## config.mk

```make
export PLATFORM = sky130hd
export DESIGN_NAME = qeciphy_tx_framer_flat
export DESIGN_NICKNAME = d
export VERILOG_FILES = /design/src/rtl/qeciphy_tx_framer.sv /design/src/rtl/qeciphy_tx_framer_if.sv /design/src/flat_wrapper.sv
export SDC_FILE = /design/constraint.sdc
export NUM_CORES = 1
export LEC_CHECK = 0
export BUFFER_PORTS_ARGS = -buffer_cell sky130_fd_sc_hd__buf_2
export CAP_MARGIN = 20
export CORE_MARGIN = 2
export CORE_UTILIZATION = 45
export DETAILED_ROUTE_END_ITERATION = 7
export HOLD_SLACK_MARGIN = 0.03
export PLACE_DENSITY = 0.8
export RECOVER_POWER = 50
export SLEW_MARGIN = 20
export SYNTH_ARGS = -nofsm -noshare
export SYNTH_HDL_FRONTEND = slang
export SYNTH_SLANG_ARGS = --single-unit
```

## constraint.sdc

```tcl
create_clock -name clk_i -period 4.8 [get_ports clk_i]
set_input_delay 0.72 -clock clk_i [delete_from_list [all_inputs] [get_ports clk_i]]
set_output_delay 0.72 -clock clk_i [all_outputs]
set_load 0.02 [all_outputs]
```

## src/rtl/qeciphy_tx_framer.sv

```systemverilog
// TX framer: 64-slot frame with FAW in slot 0, CRC every 7th slot, user data or idle elsewhere.
// Optional frame counter enabled by QECIPHY_TX_FRAMER_STATS_EN.
package qeciphy_pkg;
    localparam logic [63:0] FAW = 64'hA5F0_C3E1_5A0F_3C1E;
endpackage

// state    | meaning
// DISABLED | framer off, outputs and slot counter held at 0
// START    | one-cycle primer before slot 0 is registered
// RUNNING  | slot counter advances, frame words emitted
module qeciphy_tx_framer #(
    parameter logic [63:0] IDLE_WORD = 64'h0
) (
    input  logic        clk_i,
    input  logic        rst_n_i,
    input  logic        enable_i,
    input  logic [63:0] crc_i,
    output logic [15:0] frame_count_o,
    qeciphy_tx_framer_if.slave bus
);
    localparam logic [1:0] DISABLED = 2'd0;
    localparam logic [1:0] START    = 2'd1;
    localparam logic [1:0] RUNNING  = 2'd2;

    logic [1:0]  state_q;
    logic [5:0]  slot_q;
    logic        running;
    logic        slot_faw;
    logic        slot_crc;
    logic        slot_data;
    logic        accept;

    logic [63:0] tdata_q;
    logic        data_valid_q;
    logic        faw_q;
    logic        crc_q;

    assign running   = (state_q == RUNNING);
    assign slot_faw  = (slot_q == 6'd0);
    assign slot_crc  = !slot_faw && ((slot_q % 6'd7) == 6'd0);
    assign slot_data = !slot_faw && !slot_crc;

    // Ready depends on registered state only, never on s_tvalid_i.
    assign bus.s_tready_o = running && slot_data;
    assign accept         = bus.s_tready_o && bus.s_tvalid_i;

    always_ff @(posedge clk_i or negedge rst_n_i) begin
        if (!rst_n_i) begin
            state_q <= DISABLED;
        end else if (!enable_i) begin
            state_q <= DISABLED;
        end else begin
            case (state_q)
                DISABLED: state_q <= START;
                START:    state_q <= RUNNING;
                RUNNING:  state_q <= RUNNING;
                default:  state_q <= DISABLED;
            endcase
        end
    end

    always_ff @(posedge clk_i or negedge rst_n_i) begin
        if (!rst_n_i) begin
            slot_q <= 6'd0;
        end else if (running && enable_i) begin
            slot_q <= slot_q + 6'd1;
        end else begin
            slot_q <= 6'd0;
        end
    end

    // A word handshaken in the last RUNNING cycle is still registered, so nothing is dropped on disable.
    always_ff @(posedge clk_i or negedge rst_n_i) begin
        if (!rst_n_i) begin
            tdata_q      <= 64'h0;
            data_valid_q <= 1'b0;
            faw_q        <= 1'b0;
            crc_q        <= 1'b0;
        end else if (running) begin
            faw_q        <= slot_faw;
            crc_q        <= slot_crc;
            data_valid_q <= accept;
            if (slot_faw) begin
                tdata_q <= qeciphy_pkg::FAW;
            end else if (slot_crc) begin
                tdata_q <= crc_i;
            end else if (accept) begin
                tdata_q <= bus.s_tdata_i;
            end else begin
                tdata_q <= IDLE_WORD;
            end
        end else begin
            tdata_q      <= 64'h0;
            data_valid_q <= 1'b0;
            faw_q        <= 1'b0;
            crc_q        <= 1'b0;
        end
    end

    assign bus.tdata_o        = tdata_q;
    assign bus.data_valid_o   = data_valid_q;
    assign bus.faw_boundary_o = faw_q;
    assign bus.crc_boundary_o = crc_q;

`ifdef QECIPHY_TX_FRAMER_STATS_EN
    logic [15:0] frame_count_q;

    always_ff @(posedge clk_i or negedge rst_n_i) begin
        if (!rst_n_i) begin
            frame_count_q <= 16'h0;
        end else if (state_q == DISABLED) begin
            frame_count_q <= 16'h0;
        end else if (running && slot_faw) begin
            frame_count_q <= frame_count_q + 16'h1;
        end
    end

    assign frame_count_o = frame_count_q;
`else
    assign frame_count_o = 16'h0;
`endif
endmodule

```

## src/rtl/qeciphy_tx_framer_if.sv

```systemverilog
// Bus bundle for qeciphy_tx_framer: user TX stream in, framed word and slot flags out.
interface qeciphy_tx_framer_if;
    logic [63:0] s_tdata_i;
    logic        s_tvalid_i;
    logic        s_tready_o;
    logic [63:0] tdata_o;
    logic        data_valid_o;
    logic        faw_boundary_o;
    logic        crc_boundary_o;

    modport slave (
        input  s_tdata_i,
        input  s_tvalid_i,
        output s_tready_o,
        output tdata_o,
        output data_valid_o,
        output faw_boundary_o,
        output crc_boundary_o
    );

    modport master (
        output s_tdata_i,
        output s_tvalid_i,
        input  s_tready_o,
        input  tdata_o,
        input  data_valid_o,
        input  faw_boundary_o,
        input  crc_boundary_o
    );
endinterface

```

## src/flat_wrapper.sv

```systemverilog
// flat-port wrapper written by rule: the top's interface ports become plain ports
module qeciphy_tx_framer_flat 
#(
    parameter logic [63:0] IDLE_WORD = 64'h0
)
  (clk_i, rst_n_i, enable_i, crc_i, frame_count_o, bus_s_tdata_i, bus_s_tvalid_i, bus_s_tready_o, bus_tdata_o, bus_data_valid_o, bus_faw_boundary_o, bus_crc_boundary_o);
  qeciphy_tx_framer_if bus_i ();
  input  logic clk_i;
  input  logic rst_n_i;
  input  logic enable_i;
  input  logic [63:0] crc_i;
  output logic [15:0] frame_count_o;
  input wire logic [$bits(bus_i.s_tdata_i)-1:0] bus_s_tdata_i;
  input wire logic [$bits(bus_i.s_tvalid_i)-1:0] bus_s_tvalid_i;
  output wire logic [$bits(bus_i.s_tready_o)-1:0] bus_s_tready_o;
  output wire logic [$bits(bus_i.tdata_o)-1:0] bus_tdata_o;
  output wire logic [$bits(bus_i.data_valid_o)-1:0] bus_data_valid_o;
  output wire logic [$bits(bus_i.faw_boundary_o)-1:0] bus_faw_boundary_o;
  output wire logic [$bits(bus_i.crc_boundary_o)-1:0] bus_crc_boundary_o;
  assign bus_i.s_tdata_i = bus_s_tdata_i;
  assign bus_i.s_tvalid_i = bus_s_tvalid_i;
  assign bus_s_tready_o = bus_i.s_tready_o;
  assign bus_tdata_o = bus_i.tdata_o;
  assign bus_data_valid_o = bus_i.data_valid_o;
  assign bus_faw_boundary_o = bus_i.faw_boundary_o;
  assign bus_crc_boundary_o = bus_i.crc_boundary_o;
  qeciphy_tx_framer #(.IDLE_WORD(IDLE_WORD)) u_core (.clk_i(clk_i), .rst_n_i(rst_n_i), .enable_i(enable_i), .crc_i(crc_i), .frame_count_o(frame_count_o), .bus(bus_i));
endmodule
```

* After elaboration in Yosys (flattened, before gate mapping)
Cells that the tools add are included.
Operators by class: add/sub/neg operators 1, div/mod/pow operators 1, equal/unequal tests 2, mux-type cells 10, reduce and logical (&&, ||, !) cells 11
Operators by type and width (number):
- $mux 64 | 4
- $logic_not 6->1 | 2
- $add 6x1->6 const B | 1
- $mod 6x3->6 const B | 1
- $mux 6 | 1
- $logic_and 1x1->1 | 5
- $pmux 2 s2 | 1
- $mux 1 | 3
- $eq 2x1->1 const B | 1
- $eq 2x2->1 const B | 1
- $logic_not 1->1 | 2
- $logic_not 2->1 | 1
- $mux 2 | 1
- $reduce_or 2->1 | 1
Word-level totals: flip-flop bits (word level) 75, input bits 132, output and inout bits 84, word-level logic and storage cells 31

* Logic depth before layout (Yosys ltp)
Gate-level depths: netlist of the first run.
word-level depth 11, depth in mapped cells 18, depth with buffers taken out 14

* Worst setup path after synthesis of the first run
No wires, ideal clock.
kind reg2out, start point register u_core.slot_q[5], end point output port bus_s_tready_o, data arrival time 3.252 ns, path slack 0.828 ns, stages on the path, launching flop included 16, buffers on the path 2, cells stage by stage dfrtp_1 > buf_4 > xor2_1 > nand2_1 > o21ai_0 > ha_1 > buf_2 > o31a_1 > nor3b_2 > xnor2_1 > ha_1 > nor2_1 > a21oi_1 > a211o_1 > a311oi_4 > a21oi_1
On the way: cells in the longest elaborated chain, start to end 6, elaborated cells between the ends (all ways) 8
Ends and longest elaborated chain:
- start, declared | RTL line qeciphy_tx_framer.sv:26 | logic [5:0] slot_q;
- start signal, assigned | RTL line qeciphy_tx_framer.sv:66 | slot_q <= slot_q + 6'd1;
- $mod 6x3->6 / $logic_not 6->1 (equally long branches) | RTL line qeciphy_tx_framer.sv:40, qeciphy_tx_framer.sv:39
- $logic_not 6->1 / $logic_not 1->1 (equally long branches) | RTL line qeciphy_tx_framer.sv:40, qeciphy_tx_framer.sv:41
- $logic_and 1x1->1 | RTL line qeciphy_tx_framer.sv:40 | assign slot_crc = !slot_faw && ((slot_q % 6'd7) == 6'd0);
- $logic_not 1->1 | RTL line qeciphy_tx_framer.sv:41 | assign slot_data = !slot_faw && !slot_crc;
- $logic_and 1x1->1 * | RTL line qeciphy_tx_framer.sv:41
- $logic_and 1x1->1 * | RTL line qeciphy_tx_framer.sv:44 | assign bus.s_tready_o = running && slot_data;
- end, declared | RTL line flat_wrapper.sv:15 | output wire logic [$bits(bus_i.s_tready_o)-1:0] bus_s_tready_o;
Mark *: on every way between the ends. The rest lies on a longest branch, timed or not.

* Worst setup path after layout of the first run
start point register u_core.slot_q[4], end point output port bus_s_tready_o
Same word-level chain as after synthesis.

==> reports/qor.txt, run 1 <==
total setup buffers inserted after CTS: 0
reg2reg end: u_core.bus.tdata_o[55]$_DFF_PN0_
asr flop ratio synth: 100%
CTS sink cnt: 75
Hold Crit Depth: 1
status: finished, violations left
clk slew on worst S/H paths: 0.07 ns
P_sw: 498 µW
Int Power: 1120 µW
top cells by count, synth: dfrtp_1, a21oi_1, o21ai_0
Syn Area/Cell: 9.60 µm²
Antenna Diode Count: 0
Post-Synthesis Cell Area: 4060 µm²
Hold EP: u_core.slot_q[0]$_DFF_PN0_
H-tree Lvls: 3
Seq pwr share: 43.6%
layout cells sized above 1: 34.1%
Arr. time, crit path: 3.79 ns
vias in the first global route: 3921
Reg2Reg Launch Point: u_core.slot_q[4]$_DFF_PN0_
first-pass GRT wire length: 18.8 mm
Worst Tran Pin Value: 1.89 ns
initial antenna violation count: 0
worst hold path class: flip-flop to flip-flop
HP Start: u_core.slot_q[0]$_DFF_PN0_
delay-heaviest family, CP: compound AO/OA/AOI/OAI gates
GRT Util Overall: 23.6%
Slew HR: -26.0%
fmax: 0.222 GHz
drt via density: 5.81
# DRC: 0
Clk Latency, worst-skew pair: 0.34 ns
largest net degree at the start of global routing: 76
wire length per cell: 17.0 µm
Clock Power Share: 32.1%
drt first pass iters: 5
Post-synth top flop: dfrtp_1
Setup violations, final: 0
area leader, netlist: dfrtp_1
cts hold-fix bufs: 0
detailed-placement wirelength estimate: 7.85 mm
total core area: 8720 µm²
setup_tns: 0 ns
Synth-to-Final Area Change: 26.7%
critical path class: flip-flop to output port
Yosys reg bits: 75
cts bufs inserted: 9
Area contributors post-synth: dfrtp_1, a21oi_1, o311a_1
DRT iter0 DRCs: 281
failing checks: capacitance limit, slew limit
total grt overflow: 0
cell area power density: 315 nW/µm²
Logic pwr share: 24.3%
final number of max-transition violations: 112
maxcap violations: 2
largest stage delay on the critical path: 0.58 ns
CP max FO: 12
Final Hold Viols: 0
Tmin final: 4.51 ns
cells after synthesis: 423
top-area cell type share of the netlist area: 46.2%
Leakage: 0.00258 µW
count leader, synth: dfrtp_1
Buf+Inv Stages, Crit Path: 1
CP Launch Point: u_core.slot_q[4]$_DFF_PN0_
Vias: 4070
PortBufs: 199
CP startpoint kind: flip-flop
Warnings, synthesis: 0
CP max stage cell: dfrtp_1
WL final: 11.9 mm
Post-synth EDFFs: 0
Layout Nets: 728
Crit path required time: 4.08 ns
Critical Path Sink Type: output port
Ports: 216
Switching Fraction: 30.8%
RePlAce Congestion: 0.888
die height: 99.0 µm
CTS tree: built
Clock Tree Root: clkbuf_8
post-route ant nets: 0
Site Rows: 34
library cells used by synthesis: 45
post-layout util: 59.0%
Peak VDD IR: 175 µV
critical path cell sequence: nand2_1, nand2_1, o21ai_0, ha_1, o31a_1, nor3b_2, xnor2_1, ha_1, nor2_1, a21oi_1, a211o_1, a311oi_4, a21oi_1, buf_2
r2r setup slk: 0.47 ns
CTS Buffer Depth: 2
register area share after synthesis: 46.2%
initial core utilization: 46.5%
reg2reg path depth: 15
RSZ-0062 raised after global routing: no
fin crit share: 94.0%
Fin Clk Skew: 0.0134 ns
die extent in x: 99.0 µm
die area: 9800 µm²
## cell usage in the layout, fill, tap and decap left out, types with 2 or more instances in the layout
cell       count
a211o_1        2
a211oi_1       2
a21oi_1       68
and2_1         6
buf_2        171
buf_4          7
bufinv_16      2
clkbuf_1      28
clkbuf_8       9
clkinv_2       2
conb_1        16
dfrtp_1       73
dfrtp_2        2
ha_1           7
inv_1          4
nand2_1        7
nand3_1       35
nor2_1        10
nor4b_1        2
o211a_1        2
o211ai_1      34
o21a_1         3
o21ai_0       36
o21ai_1        2
o311a_1       32
xnor2_1        2
xor2_1         3
## repair_timing
action	4_1_cts	5_1_grt
endpoints found under the hold margin	0	0
resized for setup	0	2
endpoints found under the setup margin	0	1
## kinds of logic after synthesis
group	after synthesis	synth area share (%)
AOI/OAI and AO/OA	189	31.3
DFF	75	46.2
buffers and inverters	71	9.09
xor gates and xnor gates	5	1.08
other	1	0.0924
and+or+nand+nor	75	10.1
adders and majority gates	7	2.16
## metal layers
| metal | vias up | global-route usage, % | share of wire [%] |
|---|---|---|---|
| met4 | 0 | 8.96 | 2.2 |
| met2 | 244 | 37.6 | 48 |
| met3 | 25 | 5.67 | 10 |
| li1 | 1890 | - | - |
| met1 | 1911 | 31.4 | 40 |
| met5 | - | 0 | 0 |
## power by group through the flow
stage / logic, µW / clock network, µW / registers (µW)
2_1_floorplan: 179 / 0 / 787
3_3_place_gp: 384 / 0 / 718
3_5_place_dp: 391 / 0 / 718
4_1_cts: 393 / 537 / 706
5_1_grt: 429 / 561 / 712
6_report: 393 / 520 / 706
## how the worst max path moves through the flow
stage | to | cells after the start
final | bus_s_tready_o | 14
after global placement | u_core.bus.tdata_o[53]$_DFF_PN0_ | 15
after detailed placement | u_core.bus.tdata_o[55]$_DFF_PN0_ | 15
after floorplan | bus_s_tready_o | 15
after global routing | bus_s_tready_o | 14
after CTS | bus_s_tready_o | 14
## worst reg2reg max path, stage by stage, from the launching register on
cell and delay, ns:
dfrtp_1 0.58, nand2_1 0.18, nand2_1 0.08, o21ai_0 0.08, ha_1 0.31, o31a_1 0.37, nor3b_2 0.31, xnor2_1 0.17
ha_1 0.25, nor2_1 0.12, a21oi_1 0.06, a211o_1 0.34, a311oi_4 0.28, buf_4 0.38, nand2_4 0.29, o311a_1 0.40
## registers in the layout, indices dropped and copies added, names as in the netlist
register,cells
u_core.state_q,2
u_core.bus.faw_boundary_o,1
u_core.slot_q,6
u_core.bus.crc_boundary_o,1
u_core.bus.data_valid_o,1
u_core.bus.tdata_o,64
## metrics by stage
step / hold WS [ns] / worst slack (ns) / area [µm²] / std cells / power (µW)
after global routing: 0.608 / 0.0233 / 5140 / 701 / 1700
final: 0.599 / 0.288 / 5140 / 701 / 1620
after CTS: 0.576 / 0.273 / 5160 / 700 / 1640
after floorplan: 0.424 / 0.828 / 4120 / 438 / 965
after global placement: 0.586 / 0.660 / 4950 / 685 / 1100
after detailed placement: 0.581 / 0.497 / 4950 / 685 / 1110
## final cells by class
| type | instances | area [µm²] |
|---|---|---|
| Clock buffer | 10 | 128 |
| Clock inverter | 5 | 78.8 |
| Fill cell | 784 | 3580 |
| Inverter | 4 | 15.0 |
| Multi-Input combinational cell | 292 | 1870 |
| Sequential cell | 75 | 1880 |
| Tap cell | 108 | 135 |
| Timing Repair Buffer | 207 | 1030 |
Power figures use the tool's default switching activity.
==> run 2, diff against run 1 <==
--- a/config.mk
+++ b/config.mk
@@ -7,6 +7,7 @@
 export LEC_CHECK = 0
 export BUFFER_PORTS_ARGS = -buffer_cell sky130_fd_sc_hd__buf_2
 export CAP_MARGIN = 20
+export CORE_ASPECT_RATIO = 1.75
 export CORE_MARGIN = 2
 export CORE_UTILIZATION = 45
 export DETAILED_ROUTE_END_ITERATION = 7
==> run 2 against run 1 <==
Combinational power about the same. Critical path depth unchanged. Worst hold slack got worse by 0.00085 ns. Sequential share of layout area decreased by 0.70 points. Fmax decreased by 0.29%. Sequential power increased by 0.6%. First-iteration DRC count increased by 2.5%. Critical path type unchanged. Largest power group unchanged. The run still ends with capacitance limit, slew limit left.
==> reports/qor.txt, run 2 (synthesis results as in run 1) <==
clk slew on worst S/H paths: 0.05 ns
CP max FO: 15
fmax: 0.221 GHz
Arr. time, crit path: 3.81 ns
H-tree Lvls: 3
Crit path required time: 4.08 ns
first-pass GRT wire length: 18.0 mm
Fin Clk Skew: 0.0122 ns
cts repair resizes: 0
cts bufs inserted: 9
Site Rows: 45
initial core utilization: 46.5%
largest net degree at the start of global routing: 76
Ports: 216
# DRC: 0
CP max stage cell: dfrtp_1
worst hold path class: flip-flop to flip-flop
CTS tree: built
final number of max-transition violations: 112
setup_tns: 0 ns
Vias: 4062
Synth-to-Final Area Change: 29.0%
critical path cell sequence: xor2_1, nand2_1, o21ai_0, ha_1, o31a_1, nor3b_2, xnor2_1, ha_1, nor2_1, a21oi_1, a211o_1, a311oi_4, a21oi_1, buf_2
placed cells: 694
CTS Buffer Depth: 2
Leakage: 0.00262 µW
GRT Util Overall: 24.0%
reg2reg end: u_core.bus.tdata_o[53]$_DFF_PN0_
fin cells: 711
die extent in x: 75.8 µm
Setup violations, final: 0
Clock Tree Root: clkbuf_16
wl on met1: 4.24 mm
number of flip-flops under the largest register name: 64
Reg2Reg Launch Point: u_core.slot_q[2]$_DFF_PN0_
cell area power density: 335 nW/µm²
DRT iter0 DRCs: 288
r2r setup slk: 0.45 ns
failing checks: capacitance limit, slew limit
Antenna Diode Count: 0
total setup buffers inserted after CTS: 0
status: finished, violations left
drt via density: 5.71
RePlAce Congestion: 0.900
CTS sink cnt: 75
Slew HR: -26.4%
wire length on met2: 6.41 mm
cts hold-fix bufs: 0
Tmin final: 4.53 ns
layout cells sized above 1: 33.8%
drt first pass iters: 5
most common cell after layout, fill and taps aside: buf_2
highest metal used: met4
most frequent cells in the layout: buf_2, dfrtp_1, a21oi_1
post-route ant nets: 0
Hold Crit Depth: 1
total core area: 8730 µm²
Clk Latency, worst-skew pair: 0.34 ns
Final Hold Viols: 0
maxcap violations: 2
total grt overflow: 0
Peak VDD IR: 252 µV
initial antenna violation count: 0
largest stage delay on the critical path: 0.52 ns
detailed-placement wirelength estimate: 8.24 mm
Met3 Wirelength: 853 µm
wire length per cell: 16.8 µm
vias in the first global route: 3798
die height: 130 µm
PortBufs: 199
RSZ-0062 raised after global routing: no
Critical Path Sink Type: output port
fin crit share: 94.3%
WL final: 12.0 mm
critical path class: flip-flop to output port
die area: 9830 µm²
HP Start: u_core.slot_q[0]$_DFF_PN0_
Layout Nets: 728
reg2reg path depth: 15
Hold EP: u_core.slot_q[0]$_DFF_PN0_
Worst Tran Pin Value: 1.90 ns
CP startpoint kind: flip-flop
==> run 2: cell count changes in the layout (fill, tap and decap cells not counted), sizes merged <==
cell / delta
clkbuf: +3
bufinv: -2
clkinv: -1
clkinvlp: +1
==> run 2: critical path: cells and delay by family (launching register included) <==
| kind | cells | cell delay [ns] |
|---|---|---|
| adders and majority gates | 2 | 0.57 |
| DFF | 1 | 0.52 |
| AOI/OAI and AO/OA | 6 | 1.24 |
| buffers and inverters | 1 | 0.19 |
| xor gates and xnor gates | 2 | 0.42 |
| and+or+nand+nor | 3 | 0.53 |
==> run 2: cell type report <==
class / instances / area [µm²]
clock buffer: 13 / 270
tap: 117 / 146
timing repair buffer: 207 / 1030
sequential: 75 / 1880
fill: 767 / 3490
clock inverter: 3 / 21.3
multi-input combinational: 292 / 1870
inverter: 4 / 15.0
==> run 2: through the flow <==
step           power [µW]  area, µm²  util (%)  hold slack, ns  worst slack, ns
6_report             1750       5240      60.0           0.598            0.275
5_1_grt              1830       5240      60.0           0.628           0.0309
4_1_cts              1760       5250      60.2           0.582            0.299
3_5_place_dp         1110       4960      56.9           0.583            0.504
3_3_place_gp         1100       4960      56.9           0.586            0.629
2_1_floorplan         965       4120         -           0.424            0.828
==> run 2: how the worst max path moves through the flow <==
stage	startpoint	end	slack (ns)	cells past startpoint
finish	u_core.slot_q[2]$_DFF_PN0_	bus_s_tready_o	0.27	14
global placement	u_core.slot_q[2]$_DFF_PN0_	u_core.bus.tdata_o[1]$_DFF_PN0_	0.63	15
CTS	u_core.slot_q[2]$_DFF_PN0_	bus_s_tready_o	0.30	14
global route	u_core.slot_q[2]$_DFF_PN0_	bus_s_tready_o	0.03	14
floorplan	u_core.slot_q[5]$_DFF_PN0_	bus_s_tready_o	0.83	15
detailed placement	u_core.slot_q[2]$_DFF_PN0_	u_core.bus.tdata_o[53]$_DFF_PN0_	0.50	15
==> run 2: power by group <==
| group | internal [µW] | leakage [µW] | total, µW | switching [µW] |
|---|---|---|---|---|
| clock network | 393 | 0.000142 | 651 | 259 |
| registers | 689 | 0.00103 | 710 | 21.0 |
| logic | 143 | 0.00145 | 392 | 249 |
==> run 2: metal layers <==
metal | GRT usage, % | vias to the layer above
met4 | 13.6 | 0
met3 | 4.04 | 33
li1 | - | 1887
met5 | 0 | -
met1 | 26.8 | 1925
met2 | 41.6 | 217
==> run 3, diff against run 2 <==
--- a/config.mk
+++ b/config.mk
@@ -7,9 +7,11 @@
 export LEC_CHECK = 0
 export BUFFER_PORTS_ARGS = -buffer_cell sky130_fd_sc_hd__buf_2
 export CAP_MARGIN = 20
+export CELL_PAD_IN_SITES_DETAIL_PLACEMENT = 1
+export CELL_PAD_IN_SITES_GLOBAL_PLACEMENT = 1
 export CORE_ASPECT_RATIO = 1.75
 export CORE_MARGIN = 2
-export CORE_UTILIZATION = 45
+export CORE_UTILIZATION = 32
 export DETAILED_ROUTE_END_ITERATION = 7
 export HOLD_SLACK_MARGIN = 0.03
 export PLACE_DENSITY = 0.8
==> run 3 against run 2 <==
The run still ends with capacitance limit, slew limit left. Final area up 2.6%. Critical path depth stayed put. Combinational power rose by 3%. Register-to-register slack lost 0.03 ns. Cell count up 7.5%. Worst hold slack better by 0.0094 ns. Worst setup slack improved by 0.0018 ns. Global-route usage decreased by 2.9 points. Clock skew shrank 0.0026 ns. Critical endpoint unchanged. Largest power group is now clock.
==> reports/qor.txt, run 3 (synthesis results as in run 1) <==
Slew HR: -29.9%
CP max FO: 15
critical path class: flip-flop to output port
fmax: 0.221 GHz
met2 usage: 38.7%
Layout Nets: 727
CP Launch Point: u_core.slot_q[2]$_DFF_PN0_
Final Hold Viols: 0
initial core utilization: 32.6%
CP startpoint kind: flip-flop
maxcap violations: 2
Setup violations, final: 0
total core area: 12400 µm²
fin cells: 764
Synth-to-Final Area Change: 32.4%
failing checks: capacitance limit, slew limit
die height: 153 µm
total setup buffers inserted after CTS: 0
Fin Clk Skew: 0.00955 ns
RePlAce Congestion: 0.818
Vias: 4122
reg2reg path depth: 15
placed cells: 745
met1 usage: 22.4%
Critical Path Sink Type: output port
r2r setup slk: 0.42 ns
drt via density: 5.40
H-tree Lvls: 3
initial antenna violation count: 3
Tmin final: 4.52 ns
CTS Buffer Depth: 2
Worst Tran Pin Value: 1.95 ns
most common cell after layout, fill and taps aside: buf_2
Clock Tree Root: clkbuf_16
status: finished, violations left
Site Rows: 54
busiest layer in global routing: met2
fin crit share: 94.2%
WL final: 14.6 mm
CTS sink cnt: 75
Leakage: 0.00264 µW
DRT iter0 DRCs: 141
detailed-placement wirelength estimate: 10.4 mm
drt first pass iters: 4
Crit path required time: 4.08 ns
Reg2Reg Launch Point: u_core.slot_q[2]$_DFF_PN0_
cts bufs inserted: 9
post-layout util: 43.2%
die area: 13600 µm²
GRT Util Overall: 21.2%
crit path to: bus_s_tready_o
first-pass GRT wire length: 22.5 mm
GR Util met3: 4.00%
vias in the first global route: 4419
die extent in x: 89.1 µm
wire length per cell: 19.2 µm
number of flip-flops under the largest register name: 64
post-route ant nets: 0
most frequent cells in the layout: buf_2, dfrtp_1, a21oi_1
CTS tree: built
cell area power density: 348 nW/µm²
Peak VDD IR: 220 µV
hold slack: 0.607 ns
largest net degree at the start of global routing: 76
clk slew on worst S/H paths: 0.06 ns
PortBufs: 199
layout cells sized above 1: 34.6%
worst hold path class: flip-flop to flip-flop
setup_tns: 0 ns
RSZ-0062 raised after global routing: no
total grt overflow: 0
final number of max-transition violations: 112
# fillers: 1530
Clk Latency, worst-skew pair: 0.34 ns
Ports: 216
Arr. time, crit path: 3.80 ns
# DRC: 0
reg2reg end: u_core.bus.tdata_o[54]$_DFF_PN0_
## run 3: changes by cell type in the layout (fill, tap and decap cells not counted), sizes merged
cell	change
clkbuf	-3
clkinv	-1
bufinv	+2
clkinvlp	-1
diode	+3
inv	+3
buf	-1
## run 3: metal layers
layer	vias to the layer above	wire length [µm]
met5	-	0
met4	0	518
met3	33	659
met2	148	8250
met1	2047	5230
li1	1894	-
## run 3: where the power goes
part | leakage, µW | switching, µW | internal (µW)
registers | 0.00102 | 20.2 | 688
clock network | 0.000164 | 283 | 476
logic | 0.00145 | 259 | 145
total | 0.00264 | 562 | 1310
## run 3: timing repair
action                                  in CTS  in global routing
resized for setup                            0                  5
hold buffers                                 0                  0
endpoints found under the setup margin       0                 33
## run 3: critical path, cell delays in order (launching register included)
cell,delay [ns]
dfrtp_2,0.50
xor2_1,0.23
nand2_1,0.10
o21ai_0,0.11
ha_1,0.33
o31a_1,0.39
nor3b_4,0.26
xnor2_1,0.16
ha_1,0.25
nor2_1,0.12
a21oi_1,0.06
a211o_1,0.34
a311oi_4,0.29
a21oi_1,0.14
buf_2,0.18
## run 3: worst min path at each step
| stage | startpoint | to | slack [ns] | depth (start not counted) |
|---|---|---|---|---|
| 2_1_floorplan | rst_n_i | u_core.bus.crc_boundary_o$_DFF_PN0_ | 0.42 | 0 |
| 4_1_cts | rst_n_i | u_core.bus.tdata_o[26]$_DFF_PN0_ | 0.57 | 1 |
| 6_report | u_core.slot_q[0]$_DFF_PN0_ | u_core.slot_q[0]$_DFF_PN0_ | 0.61 | 1 |
| 3_3_place_gp | u_core.slot_q[0]$_DFF_PN0_ | u_core.slot_q[0]$_DFF_PN0_ | 0.60 | 1 |
| 5_1_grt | crc_i[24] | u_core.bus.tdata_o[24]$_DFF_PN0_ | 0.63 | 3 |
| 3_5_place_dp | u_core.slot_q[0]$_DFF_PN0_ | u_core.slot_q[0]$_DFF_PN0_ | 0.61 | 1 |
## run 3: layout make-up
| class | instances | area [µm²] | area share [%] |
|---|---|---|---|
| antenna | 3 | 7.51 | 0.140 |
| tap | 168 | 210 | 3.91 |
| clock buffer | 10 | 239 | 4.45 |
| timing repair buffer | 206 | 1050 | 19.5 |
| multi-input combinational | 292 | 1880 | 35.0 |
| clock inverter | 6 | 95.1 | 1.77 |
| inverter | 4 | 15.0 | 0.279 |
| sequential | 75 | 1880 | 35.0 |
## run 3: through the flow
| stage | cell area [µm²] | power, µW | setup WS (ns) |
|---|---|---|---|
| after floorplan | 4120 | 965 | 0.828 |
| after global placement | 5030 | 1110 | 0.589 |
| after detailed placement | 5060 | 1130 | 0.329 |
| after CTS | 5400 | 1900 | 0.152 |
| after global routing | 5380 | 1960 | 0.0258 |
| final | 5380 | 1870 | 0.277 |
